<file path="src/rtl/csa_stream_accumulator.sv">
// -----------------------------------------------------------------------------
// csa_stream_accumulator
//
// Purpose
//   Sums a variable-length stream of unsigned WIDTH-bit operands (1..MAX_OPS
//   per transaction). Each accepted operand is folded into a redundant
//   sum/carry pair with one 3:2 compression, so the per-beat critical path is a
//   single full-adder level regardless of ACC_W. One carry-propagate add
//   resolves the pair once the transaction's last operand has arrived.
//
// Ports
//   clk           in   1      clock, rising edge
//   rst_n         in   1      asynchronous active-low reset
//   in_valid      in   1      operand beat valid
//   in_ready      out  1      block can accept an operand (state decode only)
//   in_data       in   WIDTH  operand, unsigned, zero-extended to ACC_W
//   in_last       in   1      final operand of the transaction
//   out_valid     out  1      result valid
//   out_ready     in   1      consumer accepts result
//   out_sum       out  ACC_W  sum of the transaction operands, mod 2^ACC_W
//   out_count     out  CNT_W  operands accepted, saturating at MAX_OPS
//   out_overflow  out  1      more than MAX_OPS operands were accepted
//
// Flow: ACCUM (take beats) -> RESOLVE (one cycle, final add) -> OUTPUT (hold
// result until out_ready) -> ACCUM.
// -----------------------------------------------------------------------------
module csa_stream_accumulator #(
    parameter  int WIDTH   = 4,
    parameter  int MAX_OPS = 16,
    localparam int ACC_W   = WIDTH + $clog2(MAX_OPS),
    localparam int CNT_W   = $clog2(MAX_OPS + 1)
) (
    input  logic             clk,
    input  logic             rst_n,
    input  logic             in_valid,
    output logic             in_ready,
    input  logic [WIDTH-1:0] in_data,
    input  logic             in_last,
    output logic             out_valid,
    input  logic             out_ready,
    output logic [ACC_W-1:0] out_sum,
    output logic [CNT_W-1:0] out_count,
    output logic             out_overflow
);

    typedef enum logic [1:0] {
        ST_ACCUM   = 2'd0,
        ST_RESOLVE = 2'd1,
        ST_OUTPUT  = 2'd2
    } state_t;

    localparam logic [CNT_W-1:0] CNT_MAX = CNT_W'(MAX_OPS);

    // 3:2 compressor, sum half.
    function automatic logic [ACC_W-1:0] csa_sum(
        input logic [ACC_W-1:0] a,
        input logic [ACC_W-1:0] b,
        input logic [ACC_W-1:0] c
    );
        return a ^ b ^ c;
    endfunction

    // 3:2 compressor, carry half. The carry out of the top bit is dropped,
    // which is exactly the mod 2^ACC_W wrap the result is defined with.
    function automatic logic [ACC_W-1:0] csa_carry(
        input logic [ACC_W-1:0] a,
        input logic [ACC_W-1:0] b,
        input logic [ACC_W-1:0] c
    );
        return ((a & b) | (a & c) | (b & c)) << 1;
    endfunction

    // Operand counter increment, saturating at MAX_OPS.
    function automatic logic [CNT_W-1:0] sat_inc(input logic [CNT_W-1:0] cnt);
        if (cnt == CNT_MAX) begin
            return cnt;
        end
        return cnt + CNT_W'(1);
    endfunction

    state_t           state_q,     state_d;
    logic [ACC_W-1:0] s_reg_q,     s_reg_d;
    logic [ACC_W-1:0] c_reg_q,     c_reg_d;
    logic [CNT_W-1:0] count_q,     count_d;
    logic             ovf_q,       ovf_d;
    logic             in_ready_q,  in_ready_d;
    logic             out_valid_q, out_valid_d;
    logic [ACC_W-1:0] out_sum_q,   out_sum_d;
    logic [CNT_W-1:0] out_count_q, out_count_d;
    logic             out_ovf_q,   out_ovf_d;

    logic             beat;
    logic [ACC_W-1:0] operand;

    assign beat    = in_valid & in_ready_q;
    assign operand = ACC_W'(in_data);

    always_comb begin
        state_d     = state_q;
        s_reg_d     = s_reg_q;
        c_reg_d     = c_reg_q;
        count_d     = count_q;
        ovf_d       = ovf_q;
        out_sum_d   = out_sum_q;
        out_count_d = out_count_q;
        out_ovf_d   = out_ovf_q;

        case (state_q)
            ST_ACCUM: begin
                if (beat) begin
                    s_reg_d = csa_sum(s_reg_q, c_reg_q, operand);
                    c_reg_d = csa_carry(s_reg_q, c_reg_q, operand);
                    count_d = sat_inc(count_q);
                    // Overflow is flagged by the first beat that arrives
                    // with the counter already full.
                    if (count_q == CNT_MAX) begin
                        ovf_d = 1'b1;
                    end
                    if (in_last) begin
                        state_d = ST_RESOLVE;
                    end
                end
            end

            ST_RESOLVE: begin
                out_sum_d   = s_reg_q + c_reg_q;
                out_count_d = count_q;
                out_ovf_d   = ovf_q;
                state_d     = ST_OUTPUT;
            end

            ST_OUTPUT: begin
                if (out_ready) begin
                    s_reg_d = '0;
                    c_reg_d = '0;
                    count_d = '0;
                    ovf_d   = 1'b0;
                    state_d = ST_ACCUM;
                end
            end

            default: begin
                state_d = ST_ACCUM;
            end
        endcase

        // Handshake flags are decoded from the next state and registered, so
        // neither depends combinationally on in_valid or out_ready.
        in_ready_d  = (state_d == ST_ACCUM);
        out_valid_d = (state_d == ST_OUTPUT);
    end

    always_ff @(posedge clk or negedge rst_n) begin
        if (!rst_n) begin
            state_q     <= ST_ACCUM;
            s_reg_q     <= '0;
            c_reg_q     <= '0;
            count_q     <= '0;
            ovf_q       <= 1'b0;
            in_ready_q  <= 1'b0;
            out_valid_q <= 1'b0;
            out_sum_q   <= '0;
            out_count_q <= '0;
            out_ovf_q   <= 1'b0;
        end else begin
            state_q     <= state_d;
            s_reg_q     <= s_reg_d;
            c_reg_q     <= c_reg_d;
            count_q     <= count_d;
            ovf_q       <= ovf_d;
            in_ready_q  <= in_ready_d;
            out_valid_q <= out_valid_d;
            out_sum_q   <= out_sum_d;
            out_count_q <= out_count_d;
            out_ovf_q   <= out_ovf_d;
        end
    end

    assign in_ready     = in_ready_q;
    assign out_valid    = out_valid_q;
    assign out_sum      = out_sum_q;
    assign out_count    = out_count_q;
    assign out_overflow = out_ovf_q;

endmodule

</file>
<file path="config.mk">
export PLATFORM = sky130hd
export DESIGN_NAME = csa_stream_accumulator
export DESIGN_NICKNAME = d
export VERILOG_FILES = /design/src/rtl/csa_stream_accumulator.sv
export SDC_FILE = /design/constraint.sdc
export NUM_CORES = 1
export LEC_CHECK = 0
export ABC_AREA = 1
export CORE_UTILIZATION = 45
export DETAILED_ROUTE_END_ITERATION = 10
export HOLD_SLACK_MARGIN = 0.02
export PLACE_DENSITY = 0.67
export SLEW_MARGIN = 30
export SYNTH_ARGS = -nofsm -noshare
export SYNTH_HDL_FRONTEND = slang
export SYNTH_SLANG_ARGS = --single-unit
</file>
<file path="constraint.sdc">
create_clock -name clk -period 4.4 [get_ports clk]
set_input_delay 0.88 -clock clk [delete_from_list [all_inputs] [get_ports clk]]
set_output_delay 0.88 -clock clk [all_outputs]
set_load 0.01 [all_outputs]
</file>
==> results.yml, run 1 <==
logic_synthesis:
  synth_area_per_cell_um2: 9.35
  netlist_area_mm2: 0.00194
  ys_warn_count: 0
  synth_flop_cell: "dfrtp_1"
  synth-seq-cells: 39
  synth-edff-count: 0
  async_flop_share_pct: 100
  synthDistinctLibCells: 22
  seq_area_frac_synth_pct: 50.4
  synth_cells: 207
  synth_nets: 229
cts:
  cts_hold_buffers: 0
  cts-htree-levels: 2
  clk_pin_slew_worst_paths_ps: 70
  cts_setup_buffers: 0
  clk_latency_ps: 290
  cts_resized: 0
  cts_buffers: 5
  cts_root_buf: "clkbuf_8"
  cts_tree: "yes"
  cts.sinks: 39
  cts_max_path_buffers: 2
route:
  wl_um: 3700
  dr.pass1.iters: 4
  via_count: 1406
  drc: 0
  wl_per_cell_um: 13.0
  antenna_left: 0
  viasPerCell: 4.93
  drt_iter0_drc: 76
floorplanning:
  die-width_um: 67.6
  io_pins: 25
  std_cell_rows: 23
  fp.dieH_um: 67.6
  fp.coreArea_mm2: 0.00406
  initial_utilization_pct: 47.7
  fp.dieArea_mm2: 0.00457
place:
  preCtsSetupSlack_ps: 2020
  dp.cells: 277
  gp_congestion: 0.800
  dpl.hpwl_um: 2600
  io_buffers: 24
sta:
  finalHoldViolCount: 0
  setup_viol: 0
  rsz0062_at_grt: "no"
  fin_crit_ps: 2090
  worst_slack_ps: 2310
  worst_slew_pin_slew_ps: 866
  finalCritPeriodShare_pct: 47.4
  clock.fmax_mhz: 479
  tns_ps: 0
  finClkSkew_ps: 4.96
  slew_violations: 0
  relSlewSlack_pct: 42.3
grt:
  antenna_found_initial: 0
  grt_max_degree: 40
  track_usage_pct: 18.8
  grt.overflow.total: 0
  grt_pass1_vias: 1327
  grt_pass1_wl_um: 6210
power:
  p_per_area_mw_per_mm2: 625
  p_leak_nw: 1.13
  peakVddDrop_uv: 335
  finalPower_w: 0.00144
cells_and_area:
  drive_above_1_share_pct: 8.09
  syn2layout_area_growth_pct: 18.6
  multi_input_area_um2: 825
  finalNetCount: 256
  fillers: 353
  seq_area_um2: 976
  antenna_cells: 0
  instances_no_fill: 285
  mostFrequentLayoutCells: "nand2_1 (53), dfrtp_1 (39), inv_1 (24), clkdlybuf4s50_1 (23), o21ai_0 (21)"
  final_common_cell: "nand2_1"
run_status:
  status: "completed"
worst_setup_path:
  start_kind: "flop"
  cp_max_fo: 3
  crit_path_top_delay_cell: "clkdlybuf4s50_1"
  cp.arrival_ps: 1210
  slowest_delay_ps: 550
  cp_data_required_time_ps: 3520
  cp-end-kind: "primary output"
  crit_buf_inv: 1
  cp_top_family: "buffers and inverters"
  crit_type: "reg -> out"
  path_cells: "clkdlybuf4s50_1"
hold_path:
  hold_path_class: "reg -> reg"
job:
  drv_cap: 0
## routing by layer
| layer | vias to the layer above | GRT usage, % | wire [um] |
|---|---|---|---|
| met1 | 657 | 26.5 | 1840 |
| met2 | 26 | 27.8 | 1680 |
| met3 | 4 | 5.74 | 141 |
| met4 | 0 | 4.79 | 42 |
| met5 | - | 0 | 0 |
| li1 | 719 | - | - |
## flip-flops by register name, indices dropped and copies added (netlist names)
| signal | flops |
|---|---|
| out_overflow | 1 |
| c_reg_q | 7 |
| state_q | 2 |
| ovf_q | 1 |
| out_valid | 1 |
| count_q | 5 |
| out_sum | 8 |
| s_reg_q | 8 |
| out_count | 5 |
| in_ready | 1 |
## where the power goes
group	internal (W)	leakage, nW	switching, W
registers	0.000486	0.509	0.0000915
logic	0.000267	0.572	0.000326
clock network	0.000143	0.0515	0.000122
## cell type report
| type | count | area share, % |
|---|---|---|
| tap | 50 | 2.72 |
| multi-input combinational | 138 | 35.9 |
| clock buffer | 8 | 4.36 |
| inverter | 26 | 4.25 |
| timing repair buffer | 24 | 10.2 |
| sequential | 39 | 42.5 |
## final timing paths
check | endpoint | slack, ps | cells after the start | from
min in group asynchronous | c_reg_q[5] | 700 | 1 | rst_n
min reg2reg | out_sum[1] | 480 | 2 | out_sum[1]
max in group asynchronous | out_sum[0] | 3160 | 1 | rst_n
max | in_ready | 2310 | 1 | in_ready
min | out_sum[1] | 480 | 2 | out_sum[1]
max reg2reg | out_sum[7] | 2610 | 11 | s_reg_q[1]
## stage by stage
step	utilization, %	hold WS [ps]	area (um^2)
after floorplan	-	457	1940
after global placement	54.1	453	2200
after detailed placement	54.1	464	2200
after CTS	56.6	484	2300
after global routing	56.6	503	2300
final	56.6	481	2300
## logic make-up after synthesis
family          share of synthesized area (%)
xor+xnor                                 1.81
flops                                    50.4
buf+inv                                  6.98
fa+ha+maj                                9.96
compound gates                           10.9
simple gates                             19.9
## worst reg2reg max path, stage by stage, from the launching register on
cell and delay [ps]:
dfrtp_1 410, ha_1 240, inv_1 70, fa_1 350
inv_1 70, nand2_1 60, nand2_1 130, nand3_1 120
nand2_1 70, nand2_1 50, nand3_1 60, nand2_1 50
## cell usage after synthesis, types with 3 or more instances
cell / number / area [um^2]
a21oi_1: 3 / 15.0
a22o_1: 7 / 61.3
fa_1: 4 / 80.1
ha_1: 9 / 113
nand3_1: 13 / 65.1
nor2_1: 11 / 41.3
inv_1: 24 / 90.1
nand2_1: 53 / 199
dfrtp_1: 39 / 976
o21ai_0: 21 / 105
nor2_2: 3 / 18.8
Note: power is estimated with default switching activity, not from simulation.
==> run 2: changes to the inputs <==
PLACE_DENSITY = 0.7   (was 0.67)
clock period = 1.9 ns   (was 4.4 ns; I/O delays follow)
==> run 2 against run 1 <==
  * Die area unchanged
  * Register-to-register slack worse by 2400 ps
  * Worst hold slack worse by 350 ps
  * First-iteration DRC count up 1.3%
  * Combinational power up 140%
  * Sequential power up 130%
  * Largest cell class unchanged
==> results.yml, run 2 (synthesis gave the netlist of run 1 again) <==
power:
  p_per_area_mw_per_mm2: 1470
  internal-power_w: 0.00220
  switching_power_w: 0.00125
  power.share.combinational_pct: 40.8
  switching_share_pct: 36.2
  seqPwrFrac_pct: 38.6
  clkPwrFrac_pct: 20.5
  p_leak_nw: 1.17
  peakVddDrop_uv: 480
  finalPower_w: 0.00345
route:
  wl_per_cell_um: 12.3
  drt_iter0_drc: 77
  dr.pass1.iters: 4
  via_count: 1437
  drc: 0
  antenna_left: 0
  wl_um: 3570
  viasPerCell: 4.96
cts:
  cts_root_buf: "clkbuf_8"
  cts_setup_buffers: 0
  clk_pin_slew_worst_paths_ps: 80
  clk_latency_ps: 290
  cts_buffers: 5
  cts_hold_buffers: 0
  cts_tree: "yes"
  cts-htree-levels: 2
  cts_max_path_buffers: 2
  cts.sinks: 39
  cts_resized: 0
cells_and_area:
  final_common_cell: "nand2_1"
  mostFrequentLayoutCells: "nand2_1 (53), dfrtp_1 (39), inv_1 (24), clkdlybuf4s50_1 (23), o21ai_0 (21)"
  drive_above_1_share_pct: 10.4
  syn2layout_area_growth_pct: 21.5
  fillers: 371
  antenna_cells: 0
  instances_no_fill: 290
  finalNetCount: 261
  final_cell_area_mm2: 0.00235
floorplanning:
  fp.dieArea_mm2: 0.00457
  io_pins: 25
  die-width_um: 67.6
  fp.dieH_um: 67.6
  fp.coreArea_mm2: 0.00406
  initial_utilization_pct: 47.7
  std_cell_rows: 23
grt:
  antenna_found_initial: 0
  grt.overflow.total: 0
  track_usage_pct: 18.7
  grt_max_degree: 40
  grt_pass1_wl_um: 6270
  grt_pass1_vias: 1415
worst_setup_path:
  cp-end-kind: "flop"
  cp.arrival_ps: 1890
  start_kind: "flop"
  cp_max_fo: 3
  cp_data_required_time_ps: 2080
  crit_type: "reg -> reg"
place:
  gp_congestion: 0.832
  io_buffers: 24
  dpl.hpwl_um: 2570
  dp.cells: 282
  placed_area_mm2: 0.00223
sta:
  rsz0062_at_grt: "no"
  worst_slew_pin_slew_ps: 487
  setup_viol: 0
  finalHoldViolCount: 0
  fin_crit_ps: 1700
  finalCritPeriodShare_pct: 89.6
  clock.fmax_mhz: 587
  slew_violations: 0
  tns_ps: 0
  relSlewSlack_pct: 67.5
  whs_ps: 135
  finClkSkew_ps: 6.38
run_status:
  status: "completed"
job:
  drv_cap: 0
hold_path:
  hold_path_class: "in -> async"
-- run 2: cell types whose count changed in the layout (fill, tap and decap cells not counted), sizes merged --
cell / before / now
buf: 1 / 6
clkbuf: 8 / 6
bufinv: 0 / 1
clkinv: 0 / 1
-- run 2: stage by stage --
step	utilization, %	setup WS (ps)
CTS	57.9	186
global placement	55.0	190
finish	57.9	197
detailed placement	55.0	184
global route	57.9	25.2
floorplan	-	354
-- run 2: worst max-delay path, cell delays in order, from the launching register on --
cell	delay, ps
dfrtp_1	390
ha_1	200
inv_1	60
fa_1	360
inv_1	80
nand2_1	60
nand2_1	110
nand3_1	100
nand2_1	70
nand2_1	50
nand3_1	60
nand2_1	50
-- run 2: power by group through the flow --
stage	sequential [W]	clock (W)	combinational, W
after global routing	0.00138	0.000765	0.00162
after global placement	0.00134	0	0.00139
after detailed placement	0.00135	0	0.00142
final	0.00133	0.000709	0.00141
after CTS	0.00134	0.000736	0.00142
after floorplan	0.00138	0	0.000847
-- run 2: path summary, 6_finish.rpt --
kind | startpoint | to | slack [ps] | depth (start not counted)
worst max-delay path | c_reg_q[1] | out_sum[7] | 200 | 11
worst min-delay path | rst_n | out_sum[5] | 130 | 2
worst max register to register | c_reg_q[1] | out_sum[7] | 200 | 11
worst min register to register | out_sum[6] | out_sum[6] | 480 | 2
max in group asynchronous | rst_n | count_q[1] | 1420 | 2
min in group clk | out_sum[6] | out_sum[6] | 480 | 2
-- run 2: metal layers --
layer | part of all wire, % | vias up | global-route usage (%) | wire length, um
met5 | 0 | - | 0 | 0
met2 | 43 | 28 | 28.1 | 1530
met4 | 0.76 | 0 | 5.85 | 27
met3 | 3.9 | 2 | 5.07 | 138
li1 | - | 730 | - | -
met1 | 52 | 677 | 26.0 | 1870
-- run 2: final cells by class --
type	instances	area, um^2	area share [%]
flip-flops and latches	39	976	41.5
multi-input cells	138	825	35.1
repair buffers	29	273	11.6
inverters	26	97.6	4.15
clock buffers	6	82.6	3.51
well taps	50	62.6	2.66
clock inverters	2	35.0	1.49
==> run 3: changes to the inputs <==
CAP_MARGIN = 20   (was default)
MAX_ROUTING_LAYER = met4   (was default)
==> run 3 against run 2 <==
  * Global-route usage increased by 0.55 points
  * Critical endpoint unchanged
  * Clock power about the same
  * Critical path type unchanged
  * Maximum frequency about the same
==> results.yml, run 3 (synthesis gave the netlist of run 1 again) <==
run_status:
  status: "completed"
sta:
  finClkSkew_ps: 6.63
  worst_slack_ps: 196
  worst_slew_pin_slew_ps: 487
  tns_ps: 0
  rsz0062_at_grt: "no"
  fin_crit_ps: 1700
  finalHoldViolCount: 0
  relSlewSlack_pct: 67.5
  setup_viol: 0
  finalCritPeriodShare_pct: 89.7
  clock.fmax_mhz: 587
  slew_violations: 0
grt:
  grt_pass1_vias: 1417
  grt_max_degree: 40
  antenna_found_initial: 0
  grt.overflow.total: 0
  track_usage_pct: 19.3
  grt_pass1_wl_um: 6260
worst_setup_path:
  reg2regPathDepth: 11
  crit_type: "reg -> reg"
  path_cells: "ha_1, inv_1, fa_1, inv_1, nand2_1, nand2_1, nand3_1, nand2_1, nand2_1, nand3_1, nand2_1"
  crit_top_cell: "nand2_1"
  crit_path_top_delay_cell: "dfrtp_1"
  slowest_delay_ps: 390
  start_kind: "flop"
  cp_data_required_time_ps: 2080
  cp_max_fo: 3
  cp-end-kind: "flop"
  cp.arrival_ps: 1890
cells_and_area:
  finalNetCount: 261
  drive_above_1_share_pct: 10.4
  instances_no_fill: 290
  syn2layout_area_growth_pct: 21.5
  seq_area_um2: 976
  final_cell_area_mm2: 0.00235
  antenna_cells: 0
  mostFrequentLayoutCells: "nand2_1 (53), dfrtp_1 (39), inv_1 (24), clkdlybuf4s50_1 (23), o21ai_0 (21)"
  final_common_cell: "nand2_1"
  fillers: 371
  final_util_pct: 57.9
  multi_input_area_um2: 825
place:
  io_buffers: 24
  dpl.hpwl_um: 2570
  dp.cells: 282
  placed_area_mm2: 0.00223
  preCtsSetupSlack_ps: 184
  gp_congestion: 0.844
route:
  viasPerCell: 4.96
  antenna_left: 0
  wl_um: 3570
  drt_iter0_drc: 76
  via_count: 1439
  dr.pass1.iters: 4
  drc: 0
  wl_per_cell_um: 12.3
power:
  p_leak_nw: 1.17
  seqPwrFrac_pct: 38.6
  switching_share_pct: 36.2
  peakVddDrop_uv: 480
  clkPwrFrac_pct: 20.5
  internal-power_w: 0.00220
  switching_power_w: 0.00125
  p_per_area_mw_per_mm2: 1470
  power.share.combinational_pct: 40.8
job:
  drv_cap: 0
cts:
  cts.sinks: 39
  cts_resized: 0
  cts_buffers: 5
  clk_pin_slew_worst_paths_ps: 70
  cts_root_buf: "clkbuf_8"
  cts_setup_buffers: 0
  cts_tree: "yes"
  clk_latency_ps: 290
  cts_hold_buffers: 0
  cts_max_path_buffers: 2
  cts-htree-levels: 2
hold_path:
  hold_path_class: "in -> async"
floorplanning:
  std_cell_rows: 23
  fp.dieH_um: 67.6
  initial_utilization_pct: 47.7
  die-width_um: 67.6
  fp.coreArea_mm2: 0.00406
  io_pins: 25
  fp.dieArea_mm2: 0.00457
[run 3: metal layers]
| metal | vias up | share of wire, % | track usage [%] |
|---|---|---|---|
| met4 | 0 | 1.2 | 5.85 |
| met2 | 29 | 42 | 28.1 |
| met3 | 4 | 4.1 | 5.07 |
| li1 | 730 | - | - |
| met5 | - | 0 | - |
| met1 | 676 | 53 | 26.0 |
[run 3: through the flow]
stage | hold WS, ps | power, W
after floorplan | 84.4 | 0.00223
after global placement | 461 | 0.00273
after detailed placement | 465 | 0.00277
after CTS | 147 | 0.00349
after global routing | 177 | 0.00377
final | 134 | 0.00345
[run 3: worst max-delay path, delay by kind of cell, from the launching register on]
kind                       cells  cell delay [ps]
adders and majority gates      2              560
and+or+nand+nor                7              500
DFF                            1              390
buffers and inverters          2              140
[run 3: cell type report]
class	instances	area share [%]
Multi-Input combinational cell	138	35.1
Clock buffer	6	3.51
Timing Repair Buffer	29	11.6
Clock inverter	2	1.49
Tap cell	50	2.66
Inverter	26	4.15
Sequential cell	39	41.5
[run 3: power by group through the flow]
| stage | Combinational (W) | Sequential (W) | Clock [W] |
|---|---|---|---|
| 6_report | 0.00141 | 0.00133 | 0.000709 |
| 5_1_grt | 0.00162 | 0.00138 | 0.000765 |
| 4_1_cts | 0.00142 | 0.00134 | 0.000736 |
| 3_5_place_dp | 0.00142 | 0.00135 | 0 |
| 3_3_place_gp | 0.00139 | 0.00134 | 0 |
| 2_1_floorplan | 0.000847 | 0.00138 | 0 |
[run 3: path summary, 6_finish.rpt]
kind | from | endpoint | slack [ps]
max in group asynchronous | rst_n | count_q[1] | 1420
min | rst_n | out_sum[5] | 130
min reg2reg | out_sum[6] | out_sum[6] | 480
max reg2reg | s_reg_q[1] | out_sum[7] | 200
min in group clk | out_sum[6] | out_sum[6] | 480
max | s_reg_q[1] | out_sum[7] | 200
